<file path="src/rtl/trigger_event_capture.sv">
// trigger_event_capture: builds one timestamp/ToT/peak record per trigger pulse,
// hands it downstream over valid/ready, then holds off for a dead time.
module trigger_event_capture #(
   parameter int DATA_W      = 14,
   parameter int TS_W        = 32,
   parameter int TOT_W       = 16,
   parameter int ALIGN_DELAY = 2,
   parameter int DEAD_CYCLES = 16,
   parameter int LOST_W      = 16
) (
   input  logic              clk,
   input  logic              rst,
   input  logic [DATA_W-1:0] data,
   input  logic              trigger,
   input  logic              enable,
   output logic              ev_valid,
   input  logic              ev_ready,
   output logic [TS_W-1:0]   ev_timestamp,
   output logic [TOT_W-1:0]  ev_tot,
   output logic [DATA_W-1:0] ev_peak,
   output logic              ev_tot_ovf,
   output logic [LOST_W-1:0] lost_count,
   output logic              busy
);
   localparam int DC_W = DEAD_CYCLES > 1 ? $clog2(DEAD_CYCLES) : 1;
   typedef enum logic [1:0] {S_IDLE, S_PULSE, S_OUTPUT, S_DEAD} state_t;
   state_t              r_state;
   logic [TS_W-1:0]     r_ts;
   logic [TS_W-1:0]     r_cap_ts;
   logic [TOT_W-1:0]    r_tot;
   logic [DATA_W-1:0]   r_peak;
   logic                r_ovf;
   logic                r_trig_q;
   logic [DC_W-1:0]     r_dead;
   logic [DATA_W-1:0]   w_d_al;
   logic                w_rise;
   // Delay samples by the discriminator latency so the peak search sees the pulse itself
   generate
      if (ALIGN_DELAY == 0) begin : g_nodly
         assign w_d_al = data;
      end else begin : g_dly
         logic [DATA_W-1:0] r_pipe [ALIGN_DELAY];
         always_ff @(posedge clk) begin
            r_pipe[0] <= rst ? '0 : data;
            for (int k = 1; k < ALIGN_DELAY; k++) r_pipe[k] <= rst ? '0 : r_pipe[k-1];
         end
         assign w_d_al = r_pipe[ALIGN_DELAY-1];
      end
   endgenerate
   assign w_rise = trigger & ~r_trig_q;
   assign busy   = r_state != S_IDLE;
   always_ff @(posedge clk) begin
      if (rst) begin
         r_state      <= S_IDLE;
         r_ts         <= '0;
         r_cap_ts     <= '0;
         r_tot        <= '0;
         r_peak       <= '0;
         r_ovf        <= 1'b0;
         r_trig_q     <= 1'b1;
         r_dead       <= '0;
         ev_valid     <= 1'b0;
         ev_timestamp <= '0;
         ev_tot       <= '0;
         ev_peak      <= '0;
         ev_tot_ovf   <= 1'b0;
         lost_count   <= '0;
      end else begin
         r_ts     <= r_ts + 1'b1;
         r_trig_q <= trigger;
         if (w_rise && (r_state == S_OUTPUT || r_state == S_DEAD) && !(&lost_count))
            lost_count <= lost_count + 1'b1;
         case (r_state)
            S_IDLE: if (w_rise && enable) begin
               r_cap_ts <= r_ts;
               r_tot    <= TOT_W'(1);
               r_peak   <= w_d_al;
               r_ovf    <= 1'b0;
               r_state  <= S_PULSE;
            end
            S_PULSE: if (trigger) begin
               if (&r_tot) r_ovf <= 1'b1;
               else r_tot <= r_tot + 1'b1;
               if (w_d_al > r_peak) r_peak <= w_d_al;
            end else begin
               ev_timestamp <= r_cap_ts;
               ev_tot       <= r_tot;
               ev_peak      <= r_peak;
               ev_tot_ovf   <= r_ovf;
               ev_valid     <= 1'b1;
               r_state      <= S_OUTPUT;
            end
            S_OUTPUT: if (ev_ready) begin
               ev_valid <= 1'b0;
               r_dead   <= DC_W'(DEAD_CYCLES - 1);
               r_state  <= DEAD_CYCLES == 0 ? S_IDLE : S_DEAD;
            end
            S_DEAD: if (r_dead == '0) r_state <= S_IDLE;
                    else r_dead <= r_dead - 1'b1;
            default: r_state <= S_IDLE;
         endcase
      end
   end
endmodule

</file>
<file path="config.mk">
export PLATFORM = sky130hd
export DESIGN_NAME = trigger_event_capture
export DESIGN_NICKNAME = d
export VERILOG_FILES = /design/src/rtl/trigger_event_capture.sv
export SDC_FILE = /design/constraint.sdc
export NUM_CORES = 1
export LEC_CHECK = 0
export ABC_AREA = 1
export BUFFER_PORTS_ARGS = -buffer_cell sky130_fd_sc_hd__buf_4
export CORE_UTILIZATION = 55
export DETAILED_ROUTE_END_ITERATION = 6
export PLACE_DENSITY = 0.76
export SYNTH_ARGS = -nofsm -noshare
export SYNTH_HDL_FRONTEND = slang
export SYNTH_SLANG_ARGS = --single-unit
</file>
<file path="constraint.sdc">
create_clock -name clk -period 2.2 [get_ports clk]
set_input_delay 0.44 -clock clk [delete_from_list [all_inputs] [get_ports clk]]
set_output_delay 0.44 -clock clk [all_outputs]
set_load 0.01 [all_outputs]
</file>
==> results.py, run 1 <==
metrics = {
    "status": {
        "outcome": "complete, no violations",
    },
    "placed_design": {
        "globalplace.congestion": 0.903,
        "port-buffer-count": 99,
        "dp.final_hpwl_um": 13200,
        "post_dp_cell_area_sq_um": 9780,
    },
    "clock_tree": {
        "tritoncts_num_sinks": 210,
        "cts_hold_repair.buffers": 0,
        "cts_tree": "built",
        "clockRootBuffer": "sky130_fd_sc_hd__clkbuf_16",
        "cts-htree-levels": 1,
        "worst_skew_pair.late_latency_ns": 0.49,
        "clock_pin_slew_of_the_registers_on_the_worst_case_setup_and_hold_paths_ns": 0.06,
        "clk_path_buf_depth": 3,
        "cts_inserted_buffers": 22,
    },
    "routing": {
        "drt_drc": 0,
        "drt_wl_total_um": 20000,
        "dr.first_iter.drc_count": 394,
        "dr_total_vias": 7836,
        "avgViaCountPerCell": 5.13,
        "drt_first_pass_iters": 5,
        "drt.antenna.violating_nets": 0,
        "wire_per_inst_um": 13.1,
    },
    "worst_setup_path": {
        "critical_path_buf_inv_count": 4,
        "critical-path-max-stage-delay_ns": 0.37,
        "worst-path-max-fanout": 11,
        "path_common_cell": "sky130_fd_sc_hd__inv_1",
        "setup.worst_path.start_class": "flop",
        "worstPathCellList": "inv_1, ha_1, o211ai_1, inv_1, nand2_2, clkinvlp_4, buf_4, nand2_1, a21oi_1",
        "arrival_ns": 2.38,
        "crit_family": "buffers and inverters",
        "timing.critical_path.to_type": "flop",
        "cpMaxStageDelayCell": "sky130_fd_sc_hd__dfxtp_1",
        "criticalPathCategory": "reg2reg",
        "cp_data_required_time_ns": 2.57,
    },
    "yosys": {
        "avgSynthCellArea_sq_um": 7.35,
        "synth_area_sq_um": 8870,
        "postSynthRegisterBits": 210,
        "mappedNetlistNets": 1248,
        "seq_area_frac_synth_pct": 47.4,
        "synthesis.instances": 1207,
        "library_cells_used_by_synthesis": 39,
        "yosys_warnings": 0,
    },
    "global_routing": {
        "number_of_antenna_violations_at_the_first_check_in_global_routing": 0,
        "grt_pass1_vias": 7226,
        "leftover_overflow_at_the_end_of_global_routing": 0,
        "grt_start_max_net_pins": 92,
        "grt_first_pass_wirelength_um": 33300,
        "global_routing_usage_summed_across_all_routing_layers_pct": 24.3,
    },
    "sta": {
        "setup_viol_count_final": 0,
        "worst_slew_pin_slew_ns": 0.731,
        "setup-tns-final_ns": 0,
        "clock-skew-final_ns": 0.00689,
        "hold_viol_final": 0,
        "period_needed_ns": 2.01,
        "final-max-slew-violation-count": 0,
        "max_slew_margin_pct": 51.2,
        "final_min_period_over_clock_period_pct": 91.4,
        "maxClockFrequency_mhz": 497,
        "finalHoldWorstSlack_ns": 0.142,
        "grt_setup_unrepaired": "no",
    },
    "finish": {
        "multi_input_comb_area_sq_um": 3940,
        "antenna_cells": 0,
        "area.growth.synth_to_final_pct": 19.0,
        "final_layout_size_suffix_gt1_share_pct": 14.0,
        "area.sequential_sq_um": 4200,
        "fin_area_sq_um": 10600,
        "finalNetCount": 1339,
        "layout.filler_cells": 1391,
    },
    "power_and_ir_drop": {
        "vdd.ir_drop.worst_mv": 0.608,
        "power.static_leakage_nw": 4.45,
        "pwr_density_cell_nw_per_um2": 1020,
        "tot_pwr_mw": 10.8,
    },
    "floorplan": {
        "fp-row-count": 46,
        "floorplan.io_pins": 100,
        "placeableCoreArea_sq_um": 15800,
        "die-height_um": 129,
        "die_outline_area_sq_um": 16600,
        "chipWidth_um": 129,
        "initial_core_util_pct": 56.0,
    },
    "job": {
        "drv.max_cap_violation_count": 0,
    },
    "worst_hold_path": {
        "holdCritPathClass": "in2reg",
    },
}
==> synth_stat cells <==
library cell	n	area share, %
sky130_fd_sc_hd__nand2_1	203	8.6
sky130_fd_sc_hd__o211ai_1	1	0.085
sky130_fd_sc_hd__nand3_2	3	0.34
sky130_fd_sc_hd__nand2_4	3	0.38
sky130_fd_sc_hd__nor2_2	5	0.35
sky130_fd_sc_hd__and2_1	2	0.14
sky130_fd_sc_hd__buf_1	2	0.085
sky130_fd_sc_hd__xor2_1	10	0.99
sky130_fd_sc_hd__o31a_1	1	0.099
sky130_fd_sc_hd__xnor2_1	10	0.99
sky130_fd_sc_hd__o21ai_1	1	0.056
sky130_fd_sc_hd__o31ai_1	1	0.085
sky130_fd_sc_hd__nor4_1	1	0.071
sky130_fd_sc_hd__nor2_4	5	0.63
sky130_fd_sc_hd__a21oi_2	1	0.099
sky130_fd_sc_hd__inv_2	7	0.30
sky130_fd_sc_hd__clkinv_1	1	0.042
sky130_fd_sc_hd__nor2_1	233	9.9
sky130_fd_sc_hd__dfxtp_1	210	47
sky130_fd_sc_hd__a211oi_1	2	0.17
sky130_fd_sc_hd__or2_2	2	0.14
sky130_fd_sc_hd__o21ai_0	111	6.3
sky130_fd_sc_hd__nand2_2	3	0.21
sky130_fd_sc_hd__nor3_1	20	1.1
sky130_fd_sc_hd__buf_2	8	0.45
sky130_fd_sc_hd__nand3_1	35	2.0
sky130_fd_sc_hd__nand3b_1	6	0.51
sky130_fd_sc_hd__ha_1	22	3.1
sky130_fd_sc_hd__buf_4	1	0.085
sky130_fd_sc_hd__or2_0	6	0.42
sky130_fd_sc_hd__inv_1	126	5.3
sky130_fd_sc_hd__buf_6	4	0.51
sky130_fd_sc_hd__clkbuf_1	32	1.4
sky130_fd_sc_hd__nor3b_1	2	0.17
sky130_fd_sc_hd__a21oi_1	105	5.9
sky130_fd_sc_hd__nand4_1	17	1.2
sky130_fd_sc_hd__and3_1	1	0.071
sky130_fd_sc_hd__nor3_2	2	0.23
sky130_fd_sc_hd__a31oi_1	2	0.14
==> layout make-up <==
cell class	count	area share, %
well taps	216	2.56
inverters	134	4.80
clock buffers	30	6.18
multi-input cells	816	37.3
repair buffers	114	8.46
flip-flops and latches	210	39.8
clock inverters	7	0.830
==> report_power, final <==
| part | switching (mW) | leakage [nW] | internal [mW] |
|---|---|---|---|
| combinational | 1.46 | 2.38 | 0.956 |
| sequential | 0.286 | 1.71 | 4.33 |
| clock | 1.43 | 0.366 | 2.29 |
==> layer usage <==
| layer | up-vias | global-route usage (%) | part of all wire [%] |
|---|---|---|---|
| met5 | - | 0 | 0 |
| met4 | 0 | 6.23 | 1.8 |
| met3 | 33 | 3.87 | 4.7 |
| met2 | 170 | 42.3 | 48 |
| met1 | 3597 | 31.3 | 45 |
| li1 | 4036 | - | - |
==> flip-flops by register name (all words and copies together), names as in the netlist <==
| name | flops |
|---|---|
| r_peak | 14 |
| ev_peak | 14 |
| ev_timestamp | 32 |
| ev_tot | 16 |
| g_dly.r_pipe | 28 |
| r_cap_ts | 32 |
| r_ovf | 1 |
| r_tot | 16 |
| r_ts | 32 |
| r_state | 2 |
| ev_tot_ovf | 1 |
| lost_count | 16 |
| r_dead | 4 |
| r_trig_q | 1 |
| ev_valid | 1 |
==> metrics by stage <==
stage,worst slack [ns],cells,util [%]
finish,0.189,1527,66.7
global route,0.0590,1527,66.7
CTS,0.0776,1523,66.5
detailed placement,0.114,1486,61.8
global placement,0.217,1486,61.8
floorplan,0.566,1207,-
==> cell families (layout without fill, tap and decap cells) <==
logic type | count (synthesis) | after routing | share of synthesized area (%)
simple gates | 549 | 549 | 26.4
fa+ha+maj | 22 | 22 | 3.10
flops | 210 | 210 | 47.4
compound gates | 225 | 225 | 12.9
xor+xnor | 20 | 20 | 1.98
buf+inv | 181 | 285 | 8.16
==> worst register-to-register path: cells and delay by family (launching register included) <==
family,cells,cell delay (ns)
simple gates,2,0.29
buf+inv,4,0.57
flops,1,0.37
fa+ha+maj,1,0.24
compound gates,2,0.41
==> what timing repair did <==
item                       4_1_cts  5_1_grt
setup buffers                    0        4
setup endpoints to repair        0        5
gates resized for setup          0        2
==> final timing paths <==
path,startpoint,end,slack [ns],cells after the start
setup reg to reg,r_state[0]$_SDFFE_PP0P_,lost_count[15]$_SDFFE_PP0P_,0.19,9
hold reg to reg,g_dly.r_pipe[0][0]$_SDFF_PP0_,g_dly.r_pipe[0][14]$_SDFF_PP0_,0.40,2
hold / removal,data[6],g_dly.r_pipe[0][6]$_SDFF_PP0_,0.14,3
setup / recovery,r_state[0]$_SDFFE_PP0P_,lost_count[15]$_SDFFE_PP0P_,0.19,9
==> cells in the final DEF, fill, tap and decap left out, drive strengths merged, types with 5 or more instances in the layout <==
cell type | synthesis | layout
nand3b | 6 | 6
nand2 | 209 | 209
or2 | 8 | 8
xnor2 | 10 | 10
o21ai | 112 | 112
nand4 | 17 | 17
ha | 22 | 22
inv | 133 | 132
nand3 | 38 | 38
dfxtp | 210 | 210
nor2 | 243 | 243
clkbuf | 32 | 30
nor3 | 22 | 22
buf | 15 | 114
xor2 | 10 | 10
a21oi | 106 | 106
clkinv | 1 | 5
No activity file was read; power rests on OpenSTA's default activity.
==> run 2, diff against run 1 <==
- ABC_AREA: 1 -> default
- GPL_ROUTABILITY_DRIVEN: default -> 0
- SKIP_LAST_GASP: default -> 1
==> results.py, run 2 <==
metrics = {
    "sta": {
        "clock-skew-final_ns": 0.0163,
        "grt_setup_unrepaired": "no",
        "worst_slew_pin_slew_ns": 0.536,
        "period_needed_ns": 2.06,
        "maxClockFrequency_mhz": 485,
        "setup_viol_count_final": 0,
        "max_slew_margin_pct": 64.1,
        "setup-tns-final_ns": 0,
        "final_min_period_over_clock_period_pct": 93.8,
        "final-max-slew-violation-count": 0,
        "hold_viol_final": 0,
    },
    "global_routing": {
        "global_routing_usage_summed_across_all_routing_layers_pct": 21.7,
        "grt_pass1_vias": 6214,
        "grt_start_max_net_pins": 83,
        "number_of_antenna_violations_at_the_first_check_in_global_routing": 0,
        "leftover_overflow_at_the_end_of_global_routing": 0,
        "grt_first_pass_wirelength_um": 29300,
    },
    "yosys": {
        "synth.most_common_cell": "sky130_fd_sc_hd__nand2_1",
        "seq_area_frac_synth_pct": 48.9,
        "most_frequent_cells_after_synthesis": "224 x sky130_fd_sc_hd__nand2_1, 210 x sky130_fd_sc_hd__dfxtp_1, 114 x sky130_fd_sc_hd__a21oi_1",
        "postSynthRegisterBits": 210,
        "synth_compound_gate_area_share_pct": 11.3,
        "yosys_warnings": 0,
        "synth_largest_type_area_fraction_pct": 48.9,
        "synthesis.instances": 1002,
        "yosys-mux-area-fraction_pct": 2.11,
        "synth-xor-area-share_pct": 4.49,
        "synth_simple_gate_area_share_pct": 25.9,
        "async_reset_ff_share_pct": 0,
        "synth-edff-count": 0,
        "synth_area_sq_um": 8590,
        "avgSynthCellArea_sq_um": 8.57,
        "synthTopCellsByArea": "sky130_fd_sc_hd__dfxtp_1 49%, sky130_fd_sc_hd__nand2_1 9.8%, sky130_fd_sc_hd__a21oi_1 6.6%",
        "mappedNetlistNets": 1043,
        "most_used_flip_flop_cell_after_synthesis": "sky130_fd_sc_hd__dfxtp_1",
        "library_cells_used_by_synthesis": 62,
        "synth_fa_ha_area_share_pct": 3.20,
        "netlist.top_cell.by_area": "sky130_fd_sc_hd__dfxtp_1",
        "synth_top_family_by_area": "simple AND/OR/NAND/NOR gates",
    },
    "worst_setup_path": {
        "timing.critical_path.to_type": "flop",
        "cp_data_required_time_ns": 2.62,
        "worst-path-max-fanout": 10,
        "ff2ff_path_depth": 8,
        "setup.worst_path.start_class": "flop",
        "cpMaxStageDelayCell": "sky130_fd_sc_hd__nor4_2",
        "worstPathCellList": "inv_1, ha_1, nand2_1, nor4_2, o31ai_1, a2bb2oi_2, buf_4, mux2i_1",
        "worst_r2r_endpoint": "r_peak[0]$_SDFFE_PP0P_",
        "critical_path_buf_inv_count": 2,
        "criticalPathCategory": "reg2reg",
        "worst-path-stages": 8,
        "arrival_ns": 2.49,
        "crit_family": "simple AND/OR/NAND/NOR gates",
        "critical-path-max-stage-delay_ns": 0.36,
        "reg2reg_setup_slack_ns": 0.14,
        "critical_path.reg2reg.startpoint": "r_peak[13]$_SDFFE_PP0P_",
    },
    "power_and_ir_drop": {
        "tot_pwr_mw": 8.26,
        "seqPwrFrac_pct": 47.5,
        "net_switching_power_mw": 2.06,
        "internal_power_mw": 6.21,
        "power.static_leakage_nw": 3.79,
        "switching_share_pct": 24.9,
        "pwr_density_cell_nw_per_um2": 812,
        "power.share.combinational_pct": 9.9,
        "vdd.ir_drop.worst_mv": 0.546,
        "p_clk_share_pct": 42.6,
    },
    "worst_hold_path": {
        "holdPathStages": 2,
        "holdCritPathClass": "in2reg",
        "min_delay_worst_endpoint": "g_dly.r_pipe[0][7]$_SDFF_PP0_",
        "hold_start": "data[7]",
    },
    "finish": {
        "layout.cells.most_common": "sky130_fd_sc_hd__nand2_1",
        "layout.filler_cells": 1253,
        "final_layout_size_suffix_gt1_share_pct": 16.4,
        "area.growth.synth_to_final_pct": 18.5,
        "largest_registers": "ev_timestamp x32, r_cap_ts x32, r_ts x32",
        "finalNetCount": 1126,
        "antenna_cells": 0,
        "most-common-layout-cells": "224 x sky130_fd_sc_hd__nand2_1, 210 x sky130_fd_sc_hd__dfxtp_1, 114 x sky130_fd_sc_hd__a21oi_1",
    },
    "routing": {
        "wire_per_inst_um": 13.5,
        "drt.antenna.violating_nets": 0,
        "drt_wl_total_um": 17400,
        "dr.first_iter.drc_count": 400,
        "dr_total_vias": 6818,
        "drt_drc": 0,
        "avgViaCountPerCell": 5.29,
        "drt_first_pass_iters": 5,
    },
    "floorplan": {
        "chipWidth_um": 127,
        "floorplan.io_pins": 100,
        "placeableCoreArea_sq_um": 15200,
        "fp-row-count": 45,
        "die_outline_area_sq_um": 16100,
        "initial_core_util_pct": 56.5,
        "die-height_um": 127,
    },
    "clock_tree": {
        "worst_skew_pair.late_latency_ns": 0.50,
        "clock_pin_slew_of_the_registers_on_the_worst_case_setup_and_hold_paths_ns": 0.06,
        "clockRootBuffer": "sky130_fd_sc_hd__clkbuf_16",
        "cts_inserted_buffers": 22,
        "tritoncts_num_sinks": 210,
        "cts_tree": "built",
        "cts_hold_repair.buffers": 0,
        "clk_path_buf_depth": 3,
        "cts-htree-levels": 1,
    },
    "placed_design": {
        "dp.final_hpwl_um": 11500,
        "port-buffer-count": 99,
    },
    "job": {
        "drv.max_cap_violation_count": 0,
    },
    "status": {
        "outcome": "complete, no violations",
    },
}
run 2: kinds of logic (layout without fill, tap and decap cells):
kind of cell,Yosys count,count (layout)
and+or+nand+nor,462,462
DFF,210,210
AOI/OAI and AO/OA,163,163
buffers and inverters,83,182
xor gates and xnor gates,44,44
adders and majority gates,22,22
muxes,18,18
run 2: worst max-delay path by stage:
stage                                  from                       to  slack [ns]
finish              r_peak[13]$_SDFFE_PP0P_   r_peak[0]$_SDFFE_PP0P_        0.14
global route        r_state[0]$_SDFFE_PP0P_   r_peak[1]$_SDFFE_PP0P_        0.01
CTS                 r_peak[13]$_SDFFE_PP0P_   r_peak[0]$_SDFFE_PP0P_        0.07
detailed placement  r_peak[13]$_SDFFE_PP0P_   r_peak[0]$_SDFFE_PP0P_        0.11
global placement    r_state[1]$_SDFFE_PP0P_    r_tot[9]$_SDFFE_PP0P_        0.31
floorplan           r_peak[13]$_SDFFE_PP0P_  r_peak[10]$_SDFFE_PP0P_        0.28
run 2: area by class of cell:
cell class | count | area (sq um) | share of cell area, %
sequential | 210 | 4200 | 41.3
clock inverter | 9 | 53.8 | 0.528
tap | 188 | 235 | 2.31
inverter | 28 | 105 | 1.03
multi-input combinational | 709 | 4050 | 39.8
timing repair buffer | 114 | 885 | 8.69
clock buffer | 31 | 646 | 6.34
run 2: metal layers:
| metal | GRT usage [%] | wire length (um) |
|---|---|---|
| met1 | 29.6 | 8460 |
| met2 | 36.1 | 8010 |
| met3 | 3.31 | 700 |
| met4 | 5.60 | 235 |
| met5 | 0 | 0 |
run 2: through the flow:
step                      cells  utilization (%)  hold slack (ns)  worst slack (ns)  area (sq um)
after floorplan            1002                -            0.414             0.280          8590
after global placement     1249             62.3            0.420             0.306          9480
after detailed placement   1249             62.3            0.422             0.113          9480
after CTS                  1289             66.9            0.126            0.0712         10200
after global routing       1289             67.0            0.136            0.0116         10200
final                      1289             67.0            0.146             0.137         10200
run 2: power groups by stage:
| stage | sequential (mW) | clock [mW] | combinational (mW) |
|---|---|---|---|
| finish | 3.93 | 3.52 | 0.816 |
| global route | 3.93 | 3.75 | 0.901 |
| CTS | 3.93 | 3.60 | 0.820 |
| detailed placement | 4.01 | 0 | 0.807 |
| global placement | 4.01 | 0 | 0.797 |
| floorplan | 4.00 | 0 | 0.578 |
run 2: what timing repair did:
action	CTS	global route
setup endpoints to repair	0	10
buffers inserted	0	0
resized for setup	0	1
==> run 3, diff against run 2 <==
- GPL_TIMING_DRIVEN: default -> 0
- RECOVER_POWER: default -> 100
==> results.py, run 3 (same netlist as run 2, synthesis figures left out) <==
metrics = {
    "worst_setup_path": {
        "timing.critical_path.to_type": "flop",
        "worst_r2r_endpoint": "r_peak[3]$_SDFFE_PP0P_",
        "critical_path.startpoint": "r_state[0]$_SDFFE_PP0P_",
        "ff2ff_path_depth": 8,
        "arrival_ns": 2.49,
        "cp_data_required_time_ns": 2.58,
        "criticalPathCategory": "reg2reg",
        "critical_path.reg2reg.startpoint": "r_state[0]$_SDFFE_PP0P_",
        "reg2reg_setup_slack_ns": 0.09,
        "critPathCapture": "r_peak[3]$_SDFFE_PP0P_",
        "setup.worst_path.start_class": "flop",
        "worst-path-max-fanout": 10,
    },
    "floorplan": {
        "fp-row-count": 45,
        "chipWidth_um": 127,
        "floorplan.io_pins": 100,
        "die_outline_area_sq_um": 16100,
        "die-height_um": 127,
        "placeableCoreArea_sq_um": 15200,
        "initial_core_util_pct": 56.5,
    },
    "routing": {
        "drt_drc": 0,
        "wire_per_inst_um": 14.2,
        "avgViaCountPerCell": 5.28,
        "dr.first_iter.drc_count": 509,
        "drt.antenna.violating_nets": 0,
        "dr_total_vias": 6997,
        "drt_first_pass_iters": 5,
        "drt_wl_total_um": 18800,
    },
    "global_routing": {
        "grtUsageMet1_pct": 32.1,
        "grt_first_pass_wirelength_um": 31600,
        "number_of_antenna_violations_at_the_first_check_in_global_routing": 0,
        "grt_busiest_layer": "met2",
        "met2_demand_to_capacity_share_in_global_routing_pct": 40.6,
        "grt_pass1_vias": 6680,
        "global_routing_usage_summed_across_all_routing_layers_pct": 23.9,
        "leftover_overflow_at_the_end_of_global_routing": 0,
        "grt_start_max_net_pins": 16,
        "grtUsageMet3_pct": 3.02,
    },
    "power_and_ir_drop": {
        "tot_pwr_mw": 8.81,
        "vdd.ir_drop.worst_mv": 0.479,
        "pwr_density_cell_nw_per_um2": 877,
        "power.static_leakage_nw": 3.52,
    },
    "finish": {
        "finish.cell_count_without_fillers": 1326,
        "most-common-layout-cells": "225 x sky130_fd_sc_hd__nand2_1, 210 x sky130_fd_sc_hd__dfxtp_1, 121 x sky130_fd_sc_hd__clkbuf_1",
        "layout.cells.most_common": "sky130_fd_sc_hd__nand2_1",
        "area.growth.synth_to_final_pct": 17.0,
        "final_layout_size_suffix_gt1_share_pct": 8.08,
        "finalNetCount": 1165,
        "layout.filler_cells": 1358,
        "largest_registers": "ev_timestamp x32, r_cap_ts x32, r_ts x32",
        "antenna_cells": 0,
    },
    "sta": {
        "maxClockFrequency_mhz": 473,
        "clock-skew-final_ns": 0.0144,
        "final_min_period_over_clock_period_pct": 96.1,
        "max_slew_margin_pct": 57.2,
        "setup_viol_count_final": 0,
        "finalHoldWorstSlack_ns": 0.157,
        "worst_slew_pin_slew_ns": 0.642,
        "grt_setup_unrepaired": "yes",
        "final-max-slew-violation-count": 0,
        "hold_viol_final": 0,
        "period_needed_ns": 2.11,
    },
    "clock_tree": {
        "cts_hold_repair.buffers": 0,
        "worst_skew_pair.late_latency_ns": 0.49,
        "cts-htree-levels": 1,
        "clk_path_buf_depth": 3,
        "clockRootBuffer": "sky130_fd_sc_hd__clkbuf_16",
        "tritoncts_num_sinks": 210,
        "clock_pin_slew_of_the_registers_on_the_worst_case_setup_and_hold_paths_ns": 0.06,
        "cts_inserted_buffers": 21,
        "cts_tree": "built",
    },
    "status": {
        "outcome": "complete, no violations",
    },
    "placed_design": {
        "port-buffer-count": 99,
        "dp_cells": 1289,
        "dp.final_hpwl_um": 13400,
    },
    "worst_hold_path": {
        "hold_start": "data[4]",
        "holdCritPathClass": "in2reg",
    },
    "job": {
        "drv.max_cap_violation_count": 0,
    },
}
==> run 3: power breakdown <==
part           leakage (nW)  switching (mW)  total, mW  internal [mW]
Combinational          1.43           0.567      0.841          0.274
Sequential             1.70          0.0512       3.92           3.87
Clock                 0.393            1.46       4.05           2.59
Total                  3.52            2.08       8.81           6.73
==> run 3: metal layers <==
metal  up-vias  part of all wire [%]
met2       130                    47
met4         0                   1.5
li1       3598                     -
met3        24                   4.4
met5         -                     0
met1      3245                    47
==> run 3: stage by stage <==
step                util [%]  TNS [ns]  cell area (sq um)  setup slack [ns]
floorplan                  -         0               8590             0.280
global placement        62.9   -0.0521               9570           -0.0121
detailed placement      62.9    -0.520               9570           -0.0600
CTS                     68.2         0              10400            0.0201
global route            66.1   -0.0413              10100           -0.0230
finish                  66.1         0              10100            0.0854
==> run 3: cell type report <==
type,count,area [sq um],area share (%)
sequential,210,4200,41.8
buffer,54,246,2.45
inverter,28,105,1.05
clock inverter,11,209,2.08
clock buffer,26,584,5.81
tap,188,235,2.34
timing repair buffer,100,447,4.44
multi-input combinational,709,4020,40.0
==> run 3: repair_timing <==
action | CTS | global route
setup buffers | 1 | 0
endpoints found under the setup margin | 10 | 67
gates resized for setup | 0 | 8
pin swaps | 1 | 0
==> run 3: worst min-delay path by stage <==
stage          cells after the start                              to
6_report                           2   g_dly.r_pipe[0][4]$_SDFF_PP0_
5_1_grt                            2   g_dly.r_pipe[0][3]$_SDFF_PP0_
4_1_cts                            2   g_dly.r_pipe[0][9]$_SDFF_PP0_
3_5_place_dp                       1  g_dly.r_pipe[0][25]$_SDFF_PP0_
3_3_place_gp                       1  g_dly.r_pipe[0][22]$_SDFF_PP0_
2_1_floorplan                      1  g_dly.r_pipe[0][14]$_SDFF_PP0_
==> run 3: worst max-delay path, stage by stage (launching register included) <==
cell and delay [ns]:
sky130_fd_sc_hd__dfxtp_1 0.34, sky130_fd_sc_hd__inv_1 0.11, sky130_fd_sc_hd__ha_1 0.31, sky130_fd_sc_hd__and2b_2 0.28
sky130_fd_sc_hd__o21ai_1 0.40, sky130_fd_sc_hd__a21oi_1 0.10, sky130_fd_sc_hd__a2bb2oi_2 0.16, sky130_fd_sc_hd__buf_6 0.17
sky130_fd_sc_hd__mux2i_1 0.12
